## src/rtl/hamming_pkg.sv

```systemverilog
// Shared definitions for the Hamming (7,4) receive path.
// Latency: n/a (types, constants and a constant function only).
// Backpressure: n/a.
//
// CW_BITS  : codeword width, shared with the downstream decoder stage.
// rx_state_t : serial framer states.
// CNT_W    : width of a counter that spans 0..div-1.
package hamming_pkg;

    localparam int CW_BITS = 7;

    typedef enum logic [1:0] {
        IDLE,
        START,
        DATA,
        STOP
    } rx_state_t;

    function automatic int CNT_W(input int div);
        return $clog2(div);
    endfunction

endpackage

```

## src/rtl/bit_sync.sv

```systemverilog
// Two-flop synchronizer for a single asynchronous input bit.
// Latency: 2 clk cycles from d to q.
// Backpressure: none; free-running.
//
// Ports: clk, rst_n (async active-low), d (async input), q (synchronized output).
// RST_VAL sets the reset level of both flops so an idle-high line reads idle out of reset.
module bit_sync #(
    parameter logic RST_VAL = 1'b1
) (
    input  logic clk,
    input  logic rst_n,
    input  logic d,
    output logic q
);

    logic meta;

    always_ff @(posedge clk or negedge rst_n) begin
        if (!rst_n) begin
            meta <= RST_VAL;
            q    <= RST_VAL;
        end else begin
            meta <= d;
            q    <= meta;
        end
    end

endmodule

```

## src/rtl/hamming_rx.sv

```systemverilog
// Serial framer: start + 7 data bits (LSB first) + stop, delivered as du[7:1].
// Latency: about 2 + DIV/2 + 8*DIV clocks from start-bit fall to du_valid.
// Backpressure: one-entry output register; a word completing while it is full is dropped (overrun).
//
// Ports: clk, rst_n (async active-low), rx (async serial line, idle 1),
//        du/du_valid/du_ready (registered valid/ready codeword output),
//        frame_err (1-cycle pulse, bad stop bit), overrun (1-cycle pulse, word dropped).
module hamming_rx
    import hamming_pkg::*;
#(
    parameter int DIV = 16
) (
    input  logic             clk,
    input  logic             rst_n,
    input  logic             rx,
    output logic [CW_BITS:1] du,
    output logic             du_valid,
    input  logic             du_ready,
    output logic             frame_err,
    output logic             overrun
);

    localparam int            CW       = CNT_W(DIV);
    localparam logic [CW-1:0] CNT_LAST = CW'(DIV - 1);
    localparam logic [CW-1:0] CNT_MID  = CW'(DIV / 2 - 1);
    localparam logic [2:0]    IDX_LAST = 3'(CW_BITS - 1);

    logic             rxs;
    rx_state_t        state_q, state_d;
    logic [CW-1:0]    cnt_q;
    logic [2:0]       idx_q;
    logic [CW_BITS:1] sr_q;

    logic cnt_clr;
    logic samp_data;
    logic load;
    logic ferr_d;
    logic ovr_d;
    logic reg_free;

    bit_sync #(
        .RST_VAL (1'b1)
    ) u_rx_sync (
        .clk   (clk),
        .rst_n (rst_n),
        .d     (rx),
        .q     (rxs)
    );

    // A transfer in the same cycle frees the slot for a new load.
    assign reg_free = !du_valid || du_ready;

    always_ff @(posedge clk or negedge rst_n) begin
        if (!rst_n) begin
            state_q <= IDLE;
        end else begin
            state_q <= state_d;
        end
    end

    always_comb begin
        state_d   = state_q;
        samp_data = 1'b0;
        load      = 1'b0;
        ferr_d    = 1'b0;
        ovr_d     = 1'b0;
        case (state_q)
            IDLE: begin
                if (!rxs) state_d = START;
            end
            START: begin
                // Mid-bit recheck rejects glitches shorter than half a bit.
                if (cnt_q == CNT_MID) state_d = rxs ? IDLE : DATA;
            end
            DATA: begin
                if (cnt_q == CNT_LAST) begin
                    samp_data = 1'b1;
                    if (idx_q == IDX_LAST) state_d = STOP;
                end
            end
            STOP: begin
                if (cnt_q == CNT_LAST) begin
                    state_d = IDLE;
                    if (!rxs)          ferr_d = 1'b1;
                    else if (reg_free) load   = 1'b1;
                    else               ovr_d  = 1'b1;
                end
            end
            default: state_d = IDLE;
        endcase
    end

    // Counter restarts on every state change so each state times from its own entry.
    assign cnt_clr = (state_d != state_q);

    always_ff @(posedge clk or negedge rst_n) begin
        if (!rst_n) begin
            cnt_q <= '0;
            idx_q <= '0;
            sr_q  <= '0;
        end else begin
            if (cnt_clr || cnt_q == CNT_LAST) cnt_q <= '0;
            else                              cnt_q <= cnt_q + 1'b1;

            if (state_q != DATA) idx_q <= '0;
            else if (samp_data)  idx_q <= idx_q + 1'b1;

            // Shift in from the top: after seven samples the first bit sits in sr_q[1].
            if (samp_data) sr_q <= {rxs, sr_q[CW_BITS:2]};
        end
    end

    always_ff @(posedge clk or negedge rst_n) begin
        if (!rst_n) begin
            du        <= '0;
            du_valid  <= 1'b0;
            frame_err <= 1'b0;
            overrun   <= 1'b0;
        end else begin
            if (load) begin
                du       <= sr_q;
                du_valid <= 1'b1;
            end else if (du_ready) begin
                du_valid <= 1'b0;
            end
            frame_err <= ferr_d;
            overrun   <= ovr_d;
        end
    end

endmodule

```

## config.mk

```make
export PLATFORM = sky130hd
export DESIGN_NAME = hamming_rx
export DESIGN_NICKNAME = d
export VERILOG_FILES = /design/src/rtl/hamming_pkg.sv /design/src/rtl/bit_sync.sv /design/src/rtl/hamming_rx.sv
export SDC_FILE = /design/constraint.sdc
export NUM_CORES = 1
export LEC_CHECK = 0
export ABC_CLOCK_PERIOD_IN_PS = 1500
export CAP_MARGIN = 20
export CORE_MARGIN = 3
export CORE_UTILIZATION = 25
export CTS_CLUSTER_SIZE = 16
export DETAILED_ROUTE_END_ITERATION = 8
export DONT_BUFFER_PORTS = 1
export REMOVE_ABC_BUFFERS = 1
export SETUP_SLACK_MARGIN = 0.3
export SLEW_MARGIN = 20
export SYNTH_ARGS = -nofsm -noshare
export SYNTH_HDL_FRONTEND = slang
export SYNTH_SLANG_ARGS = --single-unit
```

## constraint.sdc

```tcl
create_clock -name clk -period 1.5 [get_ports clk]
set_clock_uncertainty 0.1 [all_clocks]
set_input_delay 0.45 -clock clk [delete_from_list [all_inputs] [get_ports clk]]
set_output_delay 0.45 -clock clk [all_outputs]
set_load 0.01 [all_outputs]
```

* Yosys cells after proc, flatten, opt, wreduce, memory -nomap -nowiden
Index checks and enable logic that the tools add are counted.
** Word-level totals
- Register bits :: 28
- Output and inout bits :: 10
- Word-level logic and storage cells :: 51
** Operators by class
- $add $sub $neg :: 2
- Equality and inequality tests :: 8
- Muxes and demuxes :: 25
- Reductions and logical operators :: 6
** Operator list (number)
- $mux W1 :: 15
- $mux W2 :: 6
- $pmux W2 S4 :: 1
- $mux W3 :: 2
- $add A4 B1 Y4 const B :: 1
- $eq A2 B2 Y1 const B :: 2
- $eq A4 B3 Y1 const B :: 1
- $eq A4 B4 Y1 const B :: 1
- $mux W4 :: 1
- $reduce_bool A2 Y1 :: 2
- $add A3 B1 Y3 const B :: 1
- $eq A3 B3 Y1 const B :: 1
- $eq A2 B1 Y1 const B :: 1
- $logic_not A2 Y1 :: 1
- $logic_or A1 B1 Y1 :: 2
- $ne A2 B2 Y1 :: 1
- $ne A2 B2 Y1 const B :: 1
- $logic_not A1 Y1 :: 1

* Logic depth before layout (Yosys ltp)
Gate-level depths: netlist (run 1).
- Depth in word-level cells :: 7
- Mapped depth :: 5
- Gate-level depth less buffers :: 5

* Modules after synthesis
A second synthesis (run 1) with hierarchy kept.
** Second synthesis, totals
- Cells, all modules :: 91
- Area, all modules :: 1181.1 µm²
** Modules (own cells, without submodules)
- hamming_rx :: times used 1, cells each 89, area each 1128.6 µm²
- bit_sync :: times used 1, cells each 2, area each 52.6 µm²

* Worst setup path before layout (run 1)
No wires, ideal clock.
- Path kind :: flip-flop to flip-flop
- Start point :: reg cnt_q[0]
- End point :: reg du[1] in the netlist's numbering
- Library setup time :: 0.125 ns
- Arrival :: 1.438 ns
- Setup slack :: -0.163 ns
- Stages on the path, launching flop included :: 6
- Path buffers :: 1
- Period minus slack after synthesis :: 1.663 ns
- Cells stage by stage :: dfrtp_1 -> ha_1 -> buf_4 -> nand4_4 -> nor3b_4 -> mux2_2
** Between the ends
- Cells in the longest elaborated chain, start to end :: 3
** Ends and longest elaborated chain
- from (decl) :: line hamming_rx.sv:30 : logic [CW-1:0] cnt_q;
- from (signal assigned) :: line hamming_rx.sv:103 : else cnt_q <= cnt_q + 1'b1;
- $eq A4 B4 Y1 :: line hamming_rx.sv:82 : if (cnt_q == CNT_LAST) begin
- $mux W1 :: line hamming_rx.sv:82
- $mux W1 :: line hamming_rx.sv:67 : case (state_q)
- to (signal assigned) :: line hamming_rx.sv:121 : du <= sr_q;
- to (decl) :: line hamming_rx.sv:16 : output logic [CW_BITS:1] du,
No other way between the ends.
A chain may end at the register's enable or synchronous reset.

* Worst setup path after layout (run 1)
- Start point :: reg cnt_q[3]
- End point :: reg du[7] in the netlist's numbering
The elaborated chain is that of the path after synthesis.

==> qor.txt, run 1 <==
Net Sw Power - 0.807 mW
Hold Slack - -0.247 ns
CORE AREA - 4500 sq um
DP Worst Slack - -0.164 ns
switching portion of total power - 0.336
post-synthesis sequential area ratio - 0.585
share of cells above drive strength 1 - 0.566
Comb pwr share - 0.410
Synth top cells by count - 26 x dfrtp_1, 14 x mux2_2, 6 x nand2_1
TritonCTS Buffers - 3
period utilization - 1.05
CTS H-tree depth - 1
CTS clk-pin slew, worst paths - 0.10 ns
Most used DFF post-synth - dfrtp_1
clk sinks - 28
post-synth cell types - 26
Placer Congestion - 0.895
top cells by area, synth - dfrtp_1 54%, mux2_2 13%, dfstp_2 4.4%
startpoint types - register
Final Hold Viols - 28
fin nets - 121
Post-Synthesis Cells - 92
peak supply drop - 0.435 mV
max-cap violation count - 0
WP data required - 1.55 ns
CP max FO - 7
maximum clock path buffer count - 2
critical path class - reg -> reg
Worst EP arrival - 1.63 ns
gr usage total - 0.0896
Remaining Overflow, GRT - 0
Max Clock Freq - 0.634 GHz
CTS tree - done
IO Port Bufs - 0
later-pin clock latency in the skew report - 0.28 ns
failing checks - hold timing, setup timing
Yosys Warn Count - 0
Layout area overhead - 38.2%
first-pass GRT wire length - 3850 microns
worst setup margin - -0.0774 ns
worst-path cell chain - nand4_4, nor3b_4, buf_6, mux2_4
IO Pins - 14
critical path's largest stage delay - 0.51 ns
design area - 1660 sq um
count of final max-slew check failures - 0
Chip Width - 75.4 microns
Hold Path Class - in -> async
clock root buffer - clkbuf_8
Worst-Margin Slew - 0.462 ns
pwr/cell area - 1450 nW/um^2
setup TNS - -0.856 ns
post-route minimum period - 1.58 ns
area leader, netlist - dfrtp_1
count leader, synth - dfrtp_1
synthesized area - 1200 sq um
DRC Markers - 0
pin count of the biggest net entering global routing - 29
row cnt - 24
Leak Pwr - 0.722 nW
P_int - 1.60 mW
Seq pwr share - 0.418
async set or reset register ratio after synthesis - 1.00
initial antenna violation count - 0
Routed Antenna Nets - 0
Worst slew margin - 0.689
Yosys reg bits - 28
Post-synth EDFFs - 0
Die Y - 75.4 microns
syn_area_per_cell - 13.1 sq um
RSZ-0062 raised after global routing - true
DRT Pass-1 Iters - 4
cell with the largest stage delay on the worst path - dfrtp_1
Crit. End Element - register
placed insts - 154
# setup viols final - 18
placed inst area - 1340 sq um
clock power share - 0.172
Finished Layout Cells - 165
Synth top area share - 0.541
Die ar. - 5680 sq um
drt via density - 4.68
DRT Wirelength - 2480 microns
total number of vias - 773
wire per inst - 15.0 microns
Post-DP HPWL - 1490 microns
vias in the first global route - 838
Detailed Route Iter0 Violations - 52
status - complete, but fails checks
Initial Util - 0.267
antenna diode instance count - 0
## sequential cells by signal, summed over array words and instances, names as in the netlist
signal and count:
sr_q 7, du 7, overrun 1, cnt_q 4
idx_q 3, u_rx_sync.q 1, u_rx_sync.meta 1, frame_err 1
du_valid 1, state_q 2
## metal layers
layer | vias up | share of wire | track usage | wire, microns
li1 | 355 | - | - | -
met4 | 0 | 0.013 | 0.0388 | 33
met5 | - | 0 | 0 | 0
met1 | 398 | 0.45 | 0.112 | 1130
met2 | 18 | 0.50 | 0.146 | 1230
met3 | 2 | 0.037 | 0.0237 | 91
## power groups by stage
stage	clock [mW]	combinational, mW	sequential, mW
finish	0.413	0.985	1.00
global route	0.455	1.06	1.02
CTS	0.429	0.746	0.981
global placement	0	0.561	0.972
floorplan	0	0.295	1.01
detailed placement	0	0.574	0.979
## critical path, delay by kind of cell, from the launching register on
| kind | cells | cell delay [ns] |
|---|---|---|
| multiplexers | 1 | 0.31 |
| AND/OR/NAND/NOR | 2 | 0.35 |
| buffers and inverters | 1 | 0.18 |
| flip-flops | 1 | 0.51 |
## repair_timing
item                       CTS  global route
setup endpoints to repair   36            36
pin swaps                    9             2
gates resized for setup     25            24
setup buffers                3             4
hold endpoints to repair    28            28
## cell families after synthesis
| family | count (synthesis) | synth area share |
|---|---|---|
| muxes | 14 | 0.131 |
| adders and majority gates | 3 | 0.0312 |
| buffers and inverters | 6 | 0.0312 |
| DFF | 28 | 0.585 |
| xor gates and xnor gates | 4 | 0.0291 |
| AOI/OAI and AO/OA | 9 | 0.0510 |
| and+or+nand+nor | 28 | 0.142 |
## cell usage in the layout, fill, tap and decap left out, drive strengths merged
master,Yosys,layout
nand2,6,6
dfrtp,26,26
a31oi,1,1
a21o,1,1
mux2,14,14
nor3,3,3
dfstp,2,2
xor2,2,2
xnor2,2,2
nand2b,4,4
or2,2,2
a311oi,1,1
inv,2,2
clkbuf,0,4
nand3,2,2
nand4,2,2
buf,4,21
a21oi,3,3
o22a,2,2
ha,3,3
o22ai,1,1
and3,1,1
nor3b,2,2
nor2,6,6
## metrics by stage
step	total power [mW]	hold slack, ns	util
detailed placement	1.55	0.0549	0.298
global placement	1.53	0.0550	0.298
floorplan	1.31	0.0544	-
finish	2.40	-0.247	0.369
CTS	2.16	-0.250	0.337
global route	2.53	-0.261	0.369
## cell type report
class                           count  area [sq um]
Clock buffer                        4          45.0
Multi-Input combinational cell     58           648
Fill cell                         417          2840
Tap cell                           52          65.1
Inverter                            2          7.51
Sequential cell                    28           704
Timing Repair Buffer               21           191
## worst paths after layout
kind,startpoint,endpoint,cells after the start,slack [ns]
worst min register to register,u_rx_sync.meta,u_rx_sync.q,0,0.26
max in group asynchronous,rst_n,u_rx_sync.q,0,1.36
worst max-delay path,cnt_q[3],du[7],4,-0.08
min in group clk,rx,u_rx_sync.meta,0,0.07
worst max register to register,cnt_q[3],du[7],4,-0.08
worst min-delay path,rst_n,du[2],0,-0.25
Note: power is estimated with default switching activity, not from simulation.
==> inputs of run 2 (changes only) <==
--- a/config.mk
+++ b/config.mk
@@ -7,6 +7,7 @@
 export LEC_CHECK = 0
 export ABC_CLOCK_PERIOD_IN_PS = 1500
 export CAP_MARGIN = 20
+export CORE_ASPECT_RATIO = 1.25
 export CORE_MARGIN = 3
 export CORE_UTILIZATION = 25
 export CTS_CLUSTER_SIZE = 16
==> qor.txt, run 2 (synthesized netlist as in run 1, its figures left out) <==
startpoint types - register
share of cells above drive strength 1 - 0.549
pwr/cell area - 1520 nW/um^2
CP max FO - 7
DP Worst Slack - -0.175 ns
Worst-Margin Slew - 0.310 ns
DRT Wirelength - 2530 microns
gr usage total - 0.0959
total number of vias - 785
Leak Pwr - 0.730 nW
peak supply drop - 0.681 mV
critical path class - reg -> reg
commonest non-fill, non-tap cell in the layout - dfrtp_1
placed insts - 160
# setup viols final - 15
Chip Width - 68.0 microns
Crit. End Element - register
max-cap violation count - 0
worst setup margin - -0.0681 ns
P_int - 1.73 mW
later-pin clock latency in the skew report - 0.27 ns
placed inst area - 1350 sq um
maximum clock path buffer count - 2
failing checks - hold timing, setup timing
Finished Layout Cells - 171
setup TNS - -0.842 ns
Final Hold Viols - 28
Net Sw Power - 0.811 mW
switching portion of total power - 0.320
WP data required - 1.57 ns
top cell family by delay on the critical path - flip-flops
Worst EP arrival - 1.64 ns
Hold Path Class - in -> async
Post-DP HPWL - 1550 microns
Die ar. - 5680 sq um
row cnt - 27
clk sinks - 28
Worst slew margin - 0.792
Final Power - 2.54 mW
TritonCTS Buffers - 3
Placer Congestion - 0.806
status - complete, but fails checks
top flop regs - du x7, sr_q x7, cnt_q x4
clock root buffer - clkbuf_8
design area - 1670 sq um
Routed Antenna Nets - 0
DRC Markers - 0
Die Y - 83.5 microns
CTS tree - done
CTS clk-pin slew, worst paths - 0.10 ns
post-route minimum period - 1.57 ns
RSZ-0062 raised after global routing - true
area of the multi-input gates - 628 sq um
Layout area overhead - 39.0%
Initial Util - 0.266
most frequent cells in the layout - 25 x dfrtp_1, 14 x mux2_4, 14 x buf_4
antenna diode instance count - 0
clock power share - 0.236
DRT Pass-1 Iters - 4
wire per inst - 14.8 microns
first-pass GRT wire length - 4120 microns
CTS H-tree depth - 1
pin count of the biggest net entering global routing - 29
fill count - 432
Critical path buffers and inverters - 1
Max Clock Freq - 0.638 GHz
drt via density - 4.59
initial antenna violation count - 0
cell with the largest stage delay on the worst path - dfrtp_1
Remaining Overflow, GRT - 0
fin nets - 121
Seq pwr share - 0.392
CORE AREA - 4530 sq um
period utilization - 1.05
Hold Slack - -0.244 ns
count of final max-slew check failures - 0
IO Port Bufs - 0
vias in the first global route - 863
Comb pwr share - 0.372
IO Pins - 14
Detailed Route Iter0 Violations - 35
Reg area - 704 sq um
critical path's largest stage delay - 0.41 ns
worst-path cell chain - ha_4, nand4_4, nor3b_4, buf_6, mux2_4
==> run 2: cell type report <==
class	instances	share of cell area
timing repair buffer	21	0.112
tap	58	0.0434
sequential	28	0.421
multi-input combinational	58	0.376
clock inverter	1	0.0180
clock buffer	3	0.0247
inverter	2	0.00449
==> run 2: stage by stage <==
step	util	hold WS, ns
floorplan	-	0.0544
detailed placement	0.298	0.0555
global placement	0.298	0.0555
global route	0.369	-0.269
finish	0.369	-0.244
CTS	0.347	-0.251
==> run 2: what timing repair did <==
item / in CTS / in global routing
gates resized for setup: 29 / 15
setup endpoints to repair: 36 / 36
setup buffers: 3 / 4
hold endpoints to repair: 28 / 28
pin swaps: 9 / 9
==> run 2: worst paths after layout <==
| path | start | endpoint | slack (ns) | depth (start not counted) |
|---|---|---|---|---|
| hold reg to reg | u_rx_sync.meta | u_rx_sync.q | 0.26 | 0 |
| min in group clk | rx | u_rx_sync.meta | 0.06 | 0 |
| setup reg to reg | cnt_q[0] | du[6] | -0.07 | 5 |
| setup / recovery | cnt_q[0] | du[6] | -0.07 | 5 |
| max in group asynchronous | rst_n | u_rx_sync.q | 1.37 | 0 |
| hold / removal | rst_n | du[6] | -0.24 | 0 |
==> run 2: metal layers <==
metal | vias up | share of wire | global-route usage
met5 | - | 0 | 0
met4 | 0 | 0.029 | 0.0633
met3 | 6 | 0.062 | 0.0296
met2 | 16 | 0.47 | 0.137
met1 | 403 | 0.44 | 0.121
li1 | 360 | - | -
==> run 2: power by group through the flow <==
stage | registers, mW | clock network [mW] | logic, mW
after floorplan | 1.01 | 0 | 0.295
after global placement | 0.973 | 0 | 0.561
after detailed placement | 0.977 | 0 | 0.583
after CTS | 0.971 | 0.609 | 0.743
after global routing | 1.01 | 0.645 | 1.01
final | 0.996 | 0.598 | 0.944
